## config.mk

```make
export PLATFORM = sky130hd
export DESIGN_NAME = mem_arbiter
export DESIGN_NICKNAME = d
export VERILOG_FILES = /design/src/rtl/mem_arbiter.sv
export SDC_FILE = /design/constraint.sdc
export NUM_CORES = 1
export LEC_CHECK = 0
export CAP_MARGIN = 20
export CORE_ASPECT_RATIO = 0.7
export CORE_MARGIN = 5
export CORE_UTILIZATION = 34
export DETAILED_ROUTE_END_ITERATION = 16
export PLACE_DENSITY = 0.92
export SYNTH_ARGS = -nofsm -noshare
export SYNTH_HDL_FRONTEND = slang
export SYNTH_SLANG_ARGS = --single-unit
```

## constraint.sdc

```tcl
create_clock -name clk -period 1.75 [get_ports clk]
set_input_delay 0.175 -clock clk [delete_from_list [all_inputs] [get_ports clk]]
set_output_delay 0.175 -clock clk [all_outputs]
set_load 0.01 [all_outputs]
```

## src/rtl/mem_arbiter.sv

```systemverilog
// mem_arbiter: two-master arbiter in front of a single-port word memory.
//
// Ports
//   clk, rst              single clock, synchronous active-low reset
//   m0_*/m1_*             master request side: req, we, addr, wdata in;
//                         gnt, ack, err, rdata out (m0 additionally has lock)
//   mem_wf/addr/wdata     memory write flag, byte address, write data
//   mem_rdata             combinational big-endian word at mem_addr
//   dbg_state             current FSM state (IDLE=0, ACCESS=1, RESP=2)
//
// Handshake: a master raises req with stable we/addr/wdata(/lock) and holds
// it until it sees ack.  gnt is high for the single ACCESS cycle, and
// ack/err are high for exactly the following cycle, when rdata is valid.
// A req dropped before it is granted simply leaves no trace.
module mem_arbiter #(
    parameter int MEM_BYTES = 65536,
    parameter int HOLD_MAX  = 4
) (
    input  logic        clk,
    input  logic        rst,
    input  logic        m0_req,
    input  logic        m1_req,
    input  logic        m0_we,
    input  logic        m1_we,
    input  logic [31:0] m0_addr,
    input  logic [31:0] m1_addr,
    input  logic [31:0] m0_wdata,
    input  logic [31:0] m1_wdata,
    input  logic        m0_lock,
    output logic        m0_gnt,
    output logic        m1_gnt,
    output logic        m0_ack,
    output logic        m1_ack,
    output logic        m0_err,
    output logic        m1_err,
    output logic [31:0] m0_rdata,
    output logic [31:0] m1_rdata,
    output logic        mem_wf,
    output logic [31:0] mem_addr,
    output logic [31:0] mem_wdata,
    input  logic [31:0] mem_rdata,
    output logic [1:0]  dbg_state
);

    typedef enum logic [1:0] {
        IDLE   = 2'd0,
        ACCESS = 2'd1,
        RESP   = 2'd2
    } state_t;

    localparam int              HW        = $clog2(HOLD_MAX + 2);
    localparam logic [HW-1:0]   HOLD_LIM  = HW'(HOLD_MAX);
    localparam logic [31:0]     ADDR_LAST = 32'(MEM_BYTES - 4);

    state_t        state;
    logic          last_m1;   // last grant went to m1
    logic [HW-1:0] hold;      // consecutive locked m0 grants

    logic          any_req;
    logic          pick_m1;
    logic          sel_we;
    logic [31:0]   sel_addr;
    logic [31:0]   sel_wdata;
    logic          illegal;
    logic          m0_locked_again;

    assign any_req         = m0_req | m1_req;
    assign m0_locked_again = m0_lock && !last_m1;

    // Winner of the arbitration taken at this edge (only used in IDLE/RESP).
    always_comb begin
        pick_m1 = 1'b0;
        if (m1_req && !m0_req) begin
            pick_m1 = 1'b1;
        end else if (m1_req && m0_req) begin
            if (m0_locked_again)
                pick_m1 = (hold == HOLD_LIM);
            else
                pick_m1 = !last_m1;
        end
    end

    // Attributes of the master owning the current ACCESS cycle.
    always_comb begin
        sel_we    = m0_we;
        sel_addr  = m0_addr;
        sel_wdata = m0_wdata;
        if (m1_gnt) begin
            sel_we    = m1_we;
            sel_addr  = m1_addr;
            sel_wdata = m1_wdata;
        end
    end

    assign illegal   = (sel_addr[1:0] != 2'b00) || (sel_addr > ADDR_LAST);
    assign mem_addr  = (state == ACCESS) ? sel_addr  : 32'h0;
    assign mem_wdata = (state == ACCESS) ? sel_wdata : 32'h0;
    // rst gates the write combinationally so a reset aborts an in-flight write.
    assign mem_wf    = (state == ACCESS) && sel_we && !illegal && rst;
    assign dbg_state = state;

    always_ff @(posedge clk) begin
        if (!rst) begin
            state    <= IDLE;
            last_m1  <= 1'b1;
            hold     <= '0;
            m0_gnt   <= 1'b0;
            m1_gnt   <= 1'b0;
            m0_ack   <= 1'b0;
            m1_ack   <= 1'b0;
            m0_err   <= 1'b0;
            m1_err   <= 1'b0;
            m0_rdata <= 32'h0;
            m1_rdata <= 32'h0;
        end else begin
            m0_ack <= 1'b0;
            m1_ack <= 1'b0;
            m0_err <= 1'b0;
            m1_err <= 1'b0;
            case (state)
                IDLE, RESP: begin
                    if (any_req) begin
                        state   <= ACCESS;
                        m0_gnt  <= !pick_m1;
                        m1_gnt  <= pick_m1;
                        last_m1 <= pick_m1;
                        // Only a locked m0 grant following an m0 grant extends the hold run.
                        if (!pick_m1 && m0_locked_again)
                            hold <= (hold == HOLD_LIM) ? hold : hold + 1'b1;
                        else
                            hold <= '0;
                    end else begin
                        state <= IDLE;
                    end
                end
                ACCESS: begin
                    state  <= RESP;
                    m0_gnt <= 1'b0;
                    m1_gnt <= 1'b0;
                    if (m1_gnt) begin
                        m1_ack   <= 1'b1;
                        m1_err   <= illegal;
                        m1_rdata <= (!illegal && !sel_we) ? mem_rdata : 32'h0;
                    end else begin
                        m0_ack   <= 1'b1;
                        m0_err   <= illegal;
                        m0_rdata <= (!illegal && !sel_we) ? mem_rdata : 32'h0;
                    end
                end
                default: state <= IDLE;
            endcase
        end
    end

endmodule
```

==> results.yml, run 1 <==
critical_path:
  crit_slowest_cell: "clkdlybuf4s50_1"
  worstPathCellList: "clkdlybuf4s50_1 > nor3_1 > and3_4 > nor2_2 > nor4_2 > buf_2"
  cpPeakStageDelay_ns: 0.45
  r2r-end: "m0_rdata[22]$_SDFFE_PN0P_"
  rrSetupSlack_ns: 0.16
  reg2reg_depth: 8
  worst-path-max-fanout: 2
  worstPathRequired_ns: 1.57
  cp-start-kind: "primary input"
  endpoint_kind: "output port"
  path_class: "in2out"
  arrival_ns: 1.69
  r2r_start: "m1_gnt$_SDFFE_PN0P_"
yosys:
  netlist-cell-type-count: 33
  synth_top_flop_cell: "dfxtp_1"
  yosysWarnings: 0
  syn-instance-count: 461
  syn_area_um2: 3870
  synth-seq-cells: 76
  async_reset_ff_frac: 0
  synth_nets: 630
  syn_area_per_cell_um2: 8.40
  synth-edff-count: 0
  synth_seq_area_share: 0.393
power_and_ir_drop:
  power_switching_w: 0.00124
  power.density_nw_per_um2: 615
  swShare: 0.256
  power.total_w: 0.00483
  power_frac_clock: 0.388
  intPower_w: 0.00359
  seqPwrFrac: 0.363
  p_comb_frac: 0.249
  p_leak_nw: 3.25
  vdd_ir_drop_max_mv: 0.572
clock_network:
  hold_buffers: 0
  insertion_delay_ns: 0.33
  cts_buffers: 9
  clk_pin_slew_ns: 0.06
  ctsRootBufferMaster: "clkbuf_16"
  clockBufferDepth: 2
  cts.sinks: 76
  cts_tree: "yes"
  h-tree-depth: 3
placement:
  dp_slack_ns: -0.807
  dp_hpwl_mm: 13.7
  port-buffer-count: 303
  gp_congestion: 0.995
sta:
  final-max-slew-violation-count: 0
  fin_ws_ns: -0.119
  hold_viol: 0
  setup_violations: 17
  hold_ws_ns: 0.423
  clock-skew-final_ns: 0.0108
  tightest_slew_ns: 0.497
  max_slew_margin: 0.665
  fin_crit_sh: 1.07
  rsz0062_at_grt: "yes"
  max_freq_mhz: 535
  fin_crit_ns: 1.87
run:
  cap_viol_max_count: 0
grt:
  grt_pass1_wl_mm: 26.2
  antenna_found_initial: 0
  gr-total-overflow: 0
  grt_pass1_vias: 4896
  track_usage: 0.246
  grt_max_degree: 37
outcome:
  violations: "negative setup slack"
  status: "complete, but fails checks"
floorplan:
  die_width_um: 138
  core_um2: 11100
  io_pins: 304
  die-area_um2: 13700
  die_y_um: 99.3
  start_util: 0.349
  placementRows: 32
finish:
  area_delta_synth_final_pct: 103
  num-fill-cells: 807
  final_nets: 971
  num_antenna_cells: 0
  drive_above_1_share: 0.245
route:
  dr.pass1.iters: 5
  antenna_left: 0
  wirelength_mm: 18.2
  drt_iter0_markers: 218
  avgRoutedWirePerCell_um: 19.0
  viasPerCell: 4.91
  vias: 4712
  drc: 0
worst_hold_path:
  holdPathStages: 3
  holdPathEnd: "m1_rdata[27]$_SDFFE_PN0P_"
  holdCritStartpoint: "mem_rdata[27]"
  min_path_type: "in2reg"
per-stage QoR:
stage / instances / setup TNS [ns] / area, µm² / util
5_1_grt: 960 / -2.62 / 7860 / 0.708
2_1_floorplan: 461 / 0 / 3870 / -
4_1_cts: 944 / -1.05 / 7660 / 0.691
3_5_place_dp: 918 / -14.05 / 7270 / 0.655
3_3_place_gp: 918 / -12.66 / 7270 / 0.655
6_report: 960 / -0.573 / 7860 / 0.708
worst max path at each step:
stage                                  from            to  slack, ns  depth (start not counted)
finish                          m1_addr[24]        mem_wf      -0.12                          6
floorplan           dbg_state[1]$_SDFF_PN0_  mem_addr[12]       0.20                          5
global placement                 m0_addr[0]        mem_wf      -0.82                          6
global route                    m1_addr[25]        mem_wf      -0.20                          6
CTS                     m1_gnt$_SDFFE_PN0P_  mem_addr[25]      -0.19                          4
detailed placement               m0_addr[0]        mem_wf      -0.81                          6
synthesized netlist by cell type, types with 2 or more instances:
master    instances  share of area
inv_1             5         0.0048
nor4b_1           2         0.0045
ha_1              2         0.0065
o21ai_1          20          0.026
o21ai_2          40          0.090
o21a_1            3         0.0058
or4_4             4          0.012
o211ai_4          2          0.011
nand3_1           2         0.0026
nor4_1            3         0.0048
clkbuf_1         17          0.016
nor2b_1           2         0.0032
nor2_1           71          0.069
buf_6             6          0.017
nor2_4            2         0.0058
and3_1            3         0.0048
nand2_1          99          0.096
a21oi_1           6         0.0078
dfxtp_1          76           0.39
nor3_1            6         0.0078
o21ai_0           5         0.0065
nand2b_1          2         0.0032
mux2i_1          65           0.17
buf_2             9          0.012
per-layer routing:
layer	share of wire	track usage	wire (µm)
met5	0	0	0
met3	0.084	0.0930	1540
met1	0.38	0.275	6890
met4	0.031	0.0798	557
met2	0.51	0.430	9250
logic make-up after synthesis:
logic type                 share of synthesized area
AOI/OAI and AO/OA                              0.158
adders and majority gates                    0.00646
buffers and inverters                         0.0504
DFF                                            0.393
muxes                                          0.171
and+or+nand+nor                                0.222
cell type report:
class | count | area, µm² | share of cell area
clock inverters | 6 | 68.8 | 0.00876
repair buffers | 362 | 3530 | 0.449
multi-input cells | 348 | 2290 | 0.291
well taps | 153 | 191 | 0.0244
flip-flops and latches | 76 | 1530 | 0.194
clock buffers | 10 | 239 | 0.0304
inverters | 5 | 18.8 | 0.00239
cell usage in the layout (no fill, tap or decap), drive strengths merged:
| cell type | instances |
|---|---|
| nor3b | 2 |
| nand3 | 2 |
| clkdlybuf4s15 | 3 |
| nor4 | 4 |
| buf | 81 |
| mux2i | 65 |
| clkbuf | 39 |
| a22oi | 1 |
| nor2 | 73 |
| clkinvlp | 2 |
| nand2 | 99 |
| mux2 | 1 |
| dlygate4sd2 | 17 |
| o211ai | 2 |
| o21ai | 65 |
| and3 | 3 |
| nor3 | 6 |
| nor4b | 2 |
| o31ai | 1 |
| o21ba | 1 |
| o21bai | 1 |
| dfxtp | 76 |
| bufinv | 1 |
| inv | 8 |
| dlymetal6s2s | 13 |
| nand2b | 2 |
| nor2b | 2 |
| o21a | 3 |
| or4 | 4 |
| clkdlybuf4s50 | 219 |
| ha | 2 |
| a21oi | 6 |
| a221oi | 1 |
power groups by stage:
stage | clock network (W) | logic (W) | registers (W)
2_1_floorplan | 0 | 0.000379 | 0.00179
4_1_cts | 0.00192 | 0.00112 | 0.00175
3_5_place_dp | 0 | 0.00112 | 0.00179
5_1_grt | 0.00200 | 0.00128 | 0.00176
6_report | 0.00187 | 0.00120 | 0.00176
3_3_place_gp | 0 | 0.00110 | 0.00179
critical path, delay by kind of cell:
| family | cells | cell delay, ns |
|---|---|---|
| buf+inv | 2 | 0.65 |
| simple gates | 4 | 0.88 |
sequential cells by signal, summed over array words and instances (netlist names):
| name | count |
|---|---|
| m1_ack | 1 |
| m1_rdata | 32 |
| m0_gnt | 1 |
| m0_ack | 1 |
| m1_err | 1 |
| dbg_state | 2 |
| m0_err | 1 |
| hold | 3 |
| last_m1 | 1 |
| m0_rdata | 32 |
| m1_gnt | 1 |
repair_timing:
item / CTS / global route
setup endpoints to repair: 65 / 50
pin swaps: 8 / 15
gates resized for setup: 149 / 119
buffers inserted: 8 / 14
gates cloned: 2 / 3
(Power assumes the default switching activity.)
==> run 2: changes to the inputs <==
--- a/config.mk
+++ b/config.mk
@@ -5,12 +5,14 @@
 export SDC_FILE = /design/constraint.sdc
 export NUM_CORES = 1
 export LEC_CHECK = 0
+export ABC_AREA = 1
 export CAP_MARGIN = 20
 export CORE_ASPECT_RATIO = 0.7
 export CORE_MARGIN = 5
-export CORE_UTILIZATION = 34
+export CORE_UTILIZATION = 32
 export DETAILED_ROUTE_END_ITERATION = 16
-export PLACE_DENSITY = 0.92
+export GPL_TIMING_DRIVEN = 0
+export PLACE_DENSITY = 0.9
 export SYNTH_ARGS = -nofsm -noshare
 export SYNTH_HDL_FRONTEND = slang
 export SYNTH_SLANG_ARGS = --single-unit
==> run 2 against run 1 <==
  * The run still ends with negative setup slack left
  * Sequential share of layout area increased by 0.76 points
  * Utilization decreased by 2.2 points
  * Setup slack got worse by 0.11 ns
  * Clock skew decreased by 0.0033 ns
  * Global-route usage increased by 2.1 points
  * Clock power about the same
  * Synthesized cell count increased by 2.4%
  * Sequential power increased by 7%
  * Critical path depth increased by 4
  * Critical path type is now reg2out
  * Largest cell class unchanged
==> results.yml, run 2 <==
yosys:
  synth_fa_ha_area_frac: 0.00695
  synth_nets: 641
  synth-xor-area-share: 0.00487
  synth_seq_area_share: 0.423
  syn_area_per_cell_um2: 7.62
  synth_top_family_by_area: "compound AO/OA/AOI/OAI gates"
  synth-edff-count: 0
  netlist-cell-type-count: 23
  yosysMostFrequentCell: "a21oi_1"
  synth-compound-area-share: 0.328
  ys_top_cells_by_count: "89 x a21oi_1, 76 x dfxtp_1, 65 x nand2_1, 65 x o21ai_0, 46 x a22o_1"
  synth_top_area_cell: "dfxtp_1"
  syn-instance-count: 472
  yosysWarnings: 0
  async_reset_ff_frac: 0
  synthSimpleGateAreaFrac: 0.164
  synth-seq-cells: 76
  synth_top_cells_by_area: "dfxtp_1 42%, a21oi_1 12%, a22o_1 11%"
  netlist.area_leader.share: 0.423
  syn_area_um2: 3600
  synth_top_flop_cell: "dfxtp_1"
  synthMuxAreaShare: 0.00278
placement:
  port-buffer-count: 303
  dp_hpwl_mm: 14.8
  gp_congestion: 0.917
  post_dp_cell_area_um2: 6820
  dp_slack_ns: -1.00
worst_hold_path:
  holdPathStages: 3
  min_path_type: "in2reg"
  holdCritStartpoint: "mem_rdata[12]"
  holdPathEnd: "m0_rdata[12]$_SDFFE_PN0P_"
sta:
  fin_crit_sh: 1.13
  fin_ws_ns: -0.226
  clock-skew-final_ns: 0.00746
  hold_viol: 0
  setup_violations: 111
  max_freq_mhz: 506
  fin_setup_tns_ns: -6.86
  final-max-slew-violation-count: 0
  tightest_slew_ns: 0.511
  max_slew_margin: 0.659
  fin_crit_ns: 1.98
  rsz0062_at_grt: "yes"
route:
  antenna_left: 0
  drt_iter0_markers: 227
  avgRoutedWirePerCell_um: 20.3
  drc: 0
  wirelength_mm: 19.5
  viasPerCell: 5.19
  vias: 4992
  dr.pass1.iters: 5
grt:
  antenna_found_initial: 0
  grt_pass1_wl_mm: 28.3
  grt_max_degree: 16
  grt_pass1_vias: 4936
  gr-total-overflow: 0
  track_usage: 0.266
critical_path:
  endpoint_kind: "output port"
  worstPathRequired_ns: 1.57
  crit_slowest_cell: "dfxtp_4"
  r2r_start: "m1_gnt$_SDFFE_PN0P_"
  arrival_ns: 1.80
  worst-path-max-fanout: 6
  cpPeakStageDelay_ns: 0.42
  reg2reg_depth: 11
  rrSetupSlack_ns: -0.16
  crit_buf_inv: 3
  worstPathCellList: "inv_6 > buf_6 > nand2_1 > nand2_1 > nor2_1 > nand2_1 > nor2_4 > nand2_2 > nor3_2 > buf_2"
  r2r-end: "m0_rdata[17]$_SDFFE_PN0P_"
  path_class: "reg2out"
  cp-start-kind: "flip-flop"
  crit_top_cell: "nand2_1"
  crit_family: "simple AND/OR/NAND/NOR gates"
clock_network:
  h-tree-depth: 3
  cts_tree: "yes"
  insertion_delay_ns: 0.33
  ctsRootBufferMaster: "clkbuf_16"
  cts.sinks: 76
  clk_pin_slew_ns: 0.06
  cts_buffers: 9
  hold_buffers: 0
  clockBufferDepth: 2
power_and_ir_drop:
  vdd_ir_drop_max_mv: 0.498
  power.density_nw_per_um2: 693
  p_comb_frac: 0.279
  seqPwrFrac: 0.359
  power_switching_w: 0.00146
  swShare: 0.279
  intPower_w: 0.00378
  p_leak_nw: 3.06
  power_frac_clock: 0.362
finish:
  mostFrequentLayoutCell: "clkdlybuf4s50_1"
  top_regs: "m0_rdata x32, m1_rdata x32, hold x3"
  final_util: 0.687
  drive_above_1_share: 0.219
  area_delta_synth_final_pct: 110
  final_area_um2: 7560
  final_nets: 973
  num_antenna_cells: 0
  final_cell_mix: "238 x clkdlybuf4s50_1, 75 x a21oi_1, 74 x dfxtp_1, 65 x o21ai_0, 46 x a22o_1"
run:
  cap_viol_max_count: 0
floorplan:
  io_pins: 304
  start_util: 0.327
  die_y_um: 98.7
  die_width_um: 137
  die-area_um2: 13500
  core_um2: 11000
  placementRows: 32
outcome:
  violations: "negative setup slack"
  status: "complete, but fails checks"
-- run 2: cell count changes after synthesis, moves of 8 or more --
cell / delta
a21oi_1: +83
mux2i_1: -64
o21ai_0: +60
nor2_1: -51
a22o_1: +46
o21ai_2: -40
nand2_1: -34
nand4_1: +32
o21ai_1: -20
clkbuf_1: +17
inv_1: +8
-- run 2: metal layers --
metal	routed length, µm	vias up	track usage
met5	0	-	0
met4	469	0	0.0705
met3	1980	34	0.0949
met2	9480	230	0.447
met1	7600	2351	0.324
li1	-	2377	-
-- run 2: logic make-up after synthesis --
kind of cell / after synthesis
simple gates: 130
mux: 1
fa+ha+maj: 2
flops: 76
buf+inv: 60
compound gates: 201
xor+xnor: 2
-- run 2: timing repair --
action | CTS | global route
pin swaps | 13 | 18
gates cloned | 3 | 4
endpoints found under the setup margin | 131 | 129
endpoints found under the hold margin | 0 | 0
resized for setup | 278 | 122
buffers inserted | 8 | 6
-- run 2: area by class of cell --
type / count / area, µm²
fill: 913 / 3450
timing repair buffer: 322 / 3010
multi-input combinational: 336 / 2010
sequential: 76 / 1530
buffer: 45 / 455
clock buffer: 9 / 225
tap: 153 / 191
clock inverter: 7 / 83.8
inverter: 14 / 57.6
-- run 2: through the flow --
step | power [W] | hold WS [ns] | std cells
3_3_place_gp | 0.00326 | 0.502 | 928
5_1_grt | 0.00545 | 0.456 | 962
6_report | 0.00524 | 0.455 | 962
3_5_place_dp | 0.00328 | 0.519 | 928
2_1_floorplan | 0.00237 | 0.360 | 472
4_1_cts | 0.00518 | 0.448 | 955
-- run 2: how the worst max path moves through the flow --
stage / from / cells after the start / end
2_1_floorplan: m1_gnt$_SDFFE_PN0P_ / 6 / mem_wdata[10]
5_1_grt: m1_gnt$_SDFFE_PN0P_ / 10 / mem_wf
6_report: m1_gnt$_SDFFE_PN0P_ / 10 / mem_wf
4_1_cts: m1_gnt$_SDFFE_PN0P_ / 10 / mem_wf
3_5_place_dp: m1_gnt$_SDFFE_PN0P_ / 7 / mem_wdata[28]
3_3_place_gp: m1_gnt$_SDFFE_PN0P_ / 7 / mem_addr[8]
-- run 2: power groups by stage --
stage                     clock network (W)  logic [W]  registers [W]
after global placement                    0    0.00134        0.00192
after global routing                0.00200    0.00156        0.00189
after CTS                           0.00191    0.00139        0.00188
after floorplan                           0   0.000415        0.00196
after detailed placement                  0    0.00136        0.00192
final                               0.00190    0.00146        0.00188
-- run 2: worst reg2reg max path: cells and delay by family, from the launching register on --
family          cells  cell delay (ns)
simple gates        6             0.73
buf+inv             4             0.50
flops               1             0.42
compound gates      1             0.19
==> run 3: changes to the inputs <==
--- a/config.mk
+++ b/config.mk
@@ -7,12 +7,12 @@
 export LEC_CHECK = 0
 export ABC_AREA = 1
 export CAP_MARGIN = 20
-export CORE_ASPECT_RATIO = 0.7
-export CORE_MARGIN = 5
-export CORE_UTILIZATION = 32
+export CORE_AREA = 2 2 119 121
 export DETAILED_ROUTE_END_ITERATION = 16
+export DIE_AREA = 0 0 121 123
 export GPL_TIMING_DRIVEN = 0
-export PLACE_DENSITY = 0.9
+export HOLD_SLACK_MARGIN = 0.08
+export PLACE_DENSITY = 0.79
 export SYNTH_ARGS = -nofsm -noshare
 export SYNTH_HDL_FRONTEND = slang
 export SYNTH_SLANG_ARGS = --single-unit
==> run 3 against run 2 <==
  * The flow still finishes with violations (negative setup slack)
  * Highest routed layer unchanged
  * Sequential power hardly changed
  * Clock power is 6% higher
  * Register-to-register slack hardly changed
==> results.yml, run 3 (synthesized netlist as in run 2, its figures left out) <==
placement:
  port-buffer-count: 303
  gp_congestion: 0.808
  dp_hpwl_mm: 12.6
  post_dp_cell_area_um2: 6860
critical_path:
  cpPeakStageDelay_ns: 0.39
  r2r_start: "m1_gnt$_SDFFE_PN0P_"
  worstPathCellList: "inv_4 > buf_8 > buf_6 > nand2_2 > nand2_2 > nor2_1 > nand2_1 > nor2_4 > nand2_2 > nor3_2 > buf_2"
  endpoint_kind: "output port"
  worst-path-max-fanout: 6
  crit_top_cell: "nand2_2"
  worstPathRequired_ns: 1.57
  startpoint: "m1_gnt$_SDFFE_PN0P_"
  arrival_ns: 1.79
  crit_slowest_cell: "dfxtp_4"
  crit_buf_inv: 4
  path_class: "reg2out"
  crit_family: "simple AND/OR/NAND/NOR gates"
  cp-start-kind: "flip-flop"
worst_hold_path:
  holdCritStartpoint: "mem_rdata[15]"
  min_path_type: "in2reg"
route:
  antenna_left: 0
  dr.pass1.iters: 5
  vias: 5088
  drt_iter0_markers: 288
  avgRoutedWirePerCell_um: 18.1
  drc: 0
  viasPerCell: 4.99
  wirelength_mm: 18.5
clock_network:
  h-tree-depth: 3
  hold_buffers: 0
  clockBufferDepth: 2
  cts_tree: "yes"
  cts_buffers: 9
  insertion_delay_ns: 0.34
  ctsRootBufferMaster: "clkbuf_16"
  clk_pin_slew_ns: 0.07
  cts.sinks: 76
power_and_ir_drop:
  vdd_ir_drop_max_mv: 0.488
  p_leak_nw: 3.28
  intPower_w: 0.00385
  power_switching_w: 0.00155
  power.density_nw_per_um2: 678
  power_frac_clock: 0.371
  swShare: 0.288
  seqPwrFrac: 0.348
  power.total_w: 0.00541
  p_comb_frac: 0.280
sta:
  max_freq_mhz: 508
  fin_crit_ns: 1.97
  rsz0062_at_grt: "yes"
  setup_violations: 110
  final-max-slew-violation-count: 0
  fin_ws_ns: -0.218
  fin_crit_sh: 1.12
  clock-skew-final_ns: 0.0109
  fin_setup_tns_ns: -10.49
  tightest_slew_ns: 0.552
  hold_viol: 0
  max_slew_margin: 0.632
floorplan:
  start_util: 0.264
  io_pins: 304
  core_um2: 13600
  die-area_um2: 14900
  placementRows: 43
  die_y_um: 123
  die_width_um: 121
finish:
  top_regs: "m0_rdata x32, m1_rdata x32, hold x3"
  num_antenna_cells: 0
  final_cell_mix: "238 x clkdlybuf4s50_1, 74 x dfxtp_1, 72 x a21oi_1, 65 x o21ai_0, 59 x buf_2"
  final_nets: 1004
  drive_above_1_share: 0.244
  final_area_um2: 7970
  mostFrequentLayoutCell: "clkdlybuf4s50_1"
  area_delta_synth_final_pct: 121
grt:
  grt_max_degree: 17
  track_usage: 0.216
  antenna_found_initial: 0
  gr-total-overflow: 0
  grt_pass1_wl_mm: 25.1
  grt_pass1_vias: 4572
outcome:
  status: "complete, but fails checks"
  violations: "negative setup slack"
run:
  cap_viol_max_count: 0
==> run 3: changes by cell type in the layout (fill, tap and decap cells not counted), moves of 4 or more <==
cell,previous run,this run
buf_4,15,21
buf_2,33,59
clkdlybuf4s15_2,0,4
buf_8,8,20
dlygate4sd2_1,5,0
buf_6,23,18
nand2_2,17,8
nand2_1,45,54
clkbuf_16,15,22
clkbuf_2,19,8
==> run 3: path summary, 6_finish.rpt <==
kind	end	slack, ns	cells past startpoint
max	mem_wf	-0.22	11
max reg2reg	m0_rdata[23]$_SDFFE_PN0P_	-0.15	13
min	m1_rdata[15]$_SDFFE_PN0P_	0.45	3
min reg2reg	hold[1]$_SDFFE_PN0P_	0.51	2
==> run 3: power by group through the flow <==
stage	logic, W	registers, W	clock network [W]
3_3_place_gp	0.00132	0.00192	0
6_report	0.00151	0.00188	0.00201
2_1_floorplan	0.000415	0.00196	0
5_1_grt	0.00161	0.00189	0.00211
3_5_place_dp	0.00133	0.00192	0
4_1_cts	0.00138	0.00188	0.00204
==> run 3: metrics by stage <==
stage	utilization	hold WS (ns)	worst slack, ns	std cells
after floorplan	-	0.360	0.0291	472
after global placement	0.504	0.484	-1.06	955
after detailed placement	0.504	0.486	-1.08	955
after CTS	0.551	0.444	-0.259	991
after global routing	0.585	0.451	-0.320	1020
final	0.585	0.451	-0.218	1020
==> run 3: what timing repair did <==
item / CTS / global route
pin swaps: 13 / 39
cloned: 4 / 12
buffers inserted: 16 / 18
gates resized for setup: 267 / 158
endpoints found under the setup margin: 131 / 129
==> run 3: layer usage <==
metal	vias up	track usage	wire, µm	share of wire
met5	-	0	0	0
met4	0	0.0356	159	0.0086
met3	12	0.0660	1470	0.080
met2	219	0.346	8740	0.47
met1	2419	0.291	8080	0.44
li1	2438	-	-	-
==> run 3: layout make-up <==
type	count	area [µm²]
buffer	45	445
clock buffer	9	225
clock inverter	7	87.6
fill	1268	5640
inverter	14	55.1
multi-input combinational	336	1990
sequential	76	1530
tap	180	225
timing repair buffer	353	3420
==> run 3: worst reg2reg max path: stages, from the launching register on <==
cell     delay (ns)
dfxtp_4        0.39
inv_4          0.05
buf_8          0.13
buf_6          0.13
nand2_2        0.07
nand2_2        0.05
nor2_1         0.08
nand2_1        0.11
nor2_4         0.13
buf_6          0.11
buf_12         0.13
buf_6          0.12
nand4_1        0.16
a21oi_2        0.18
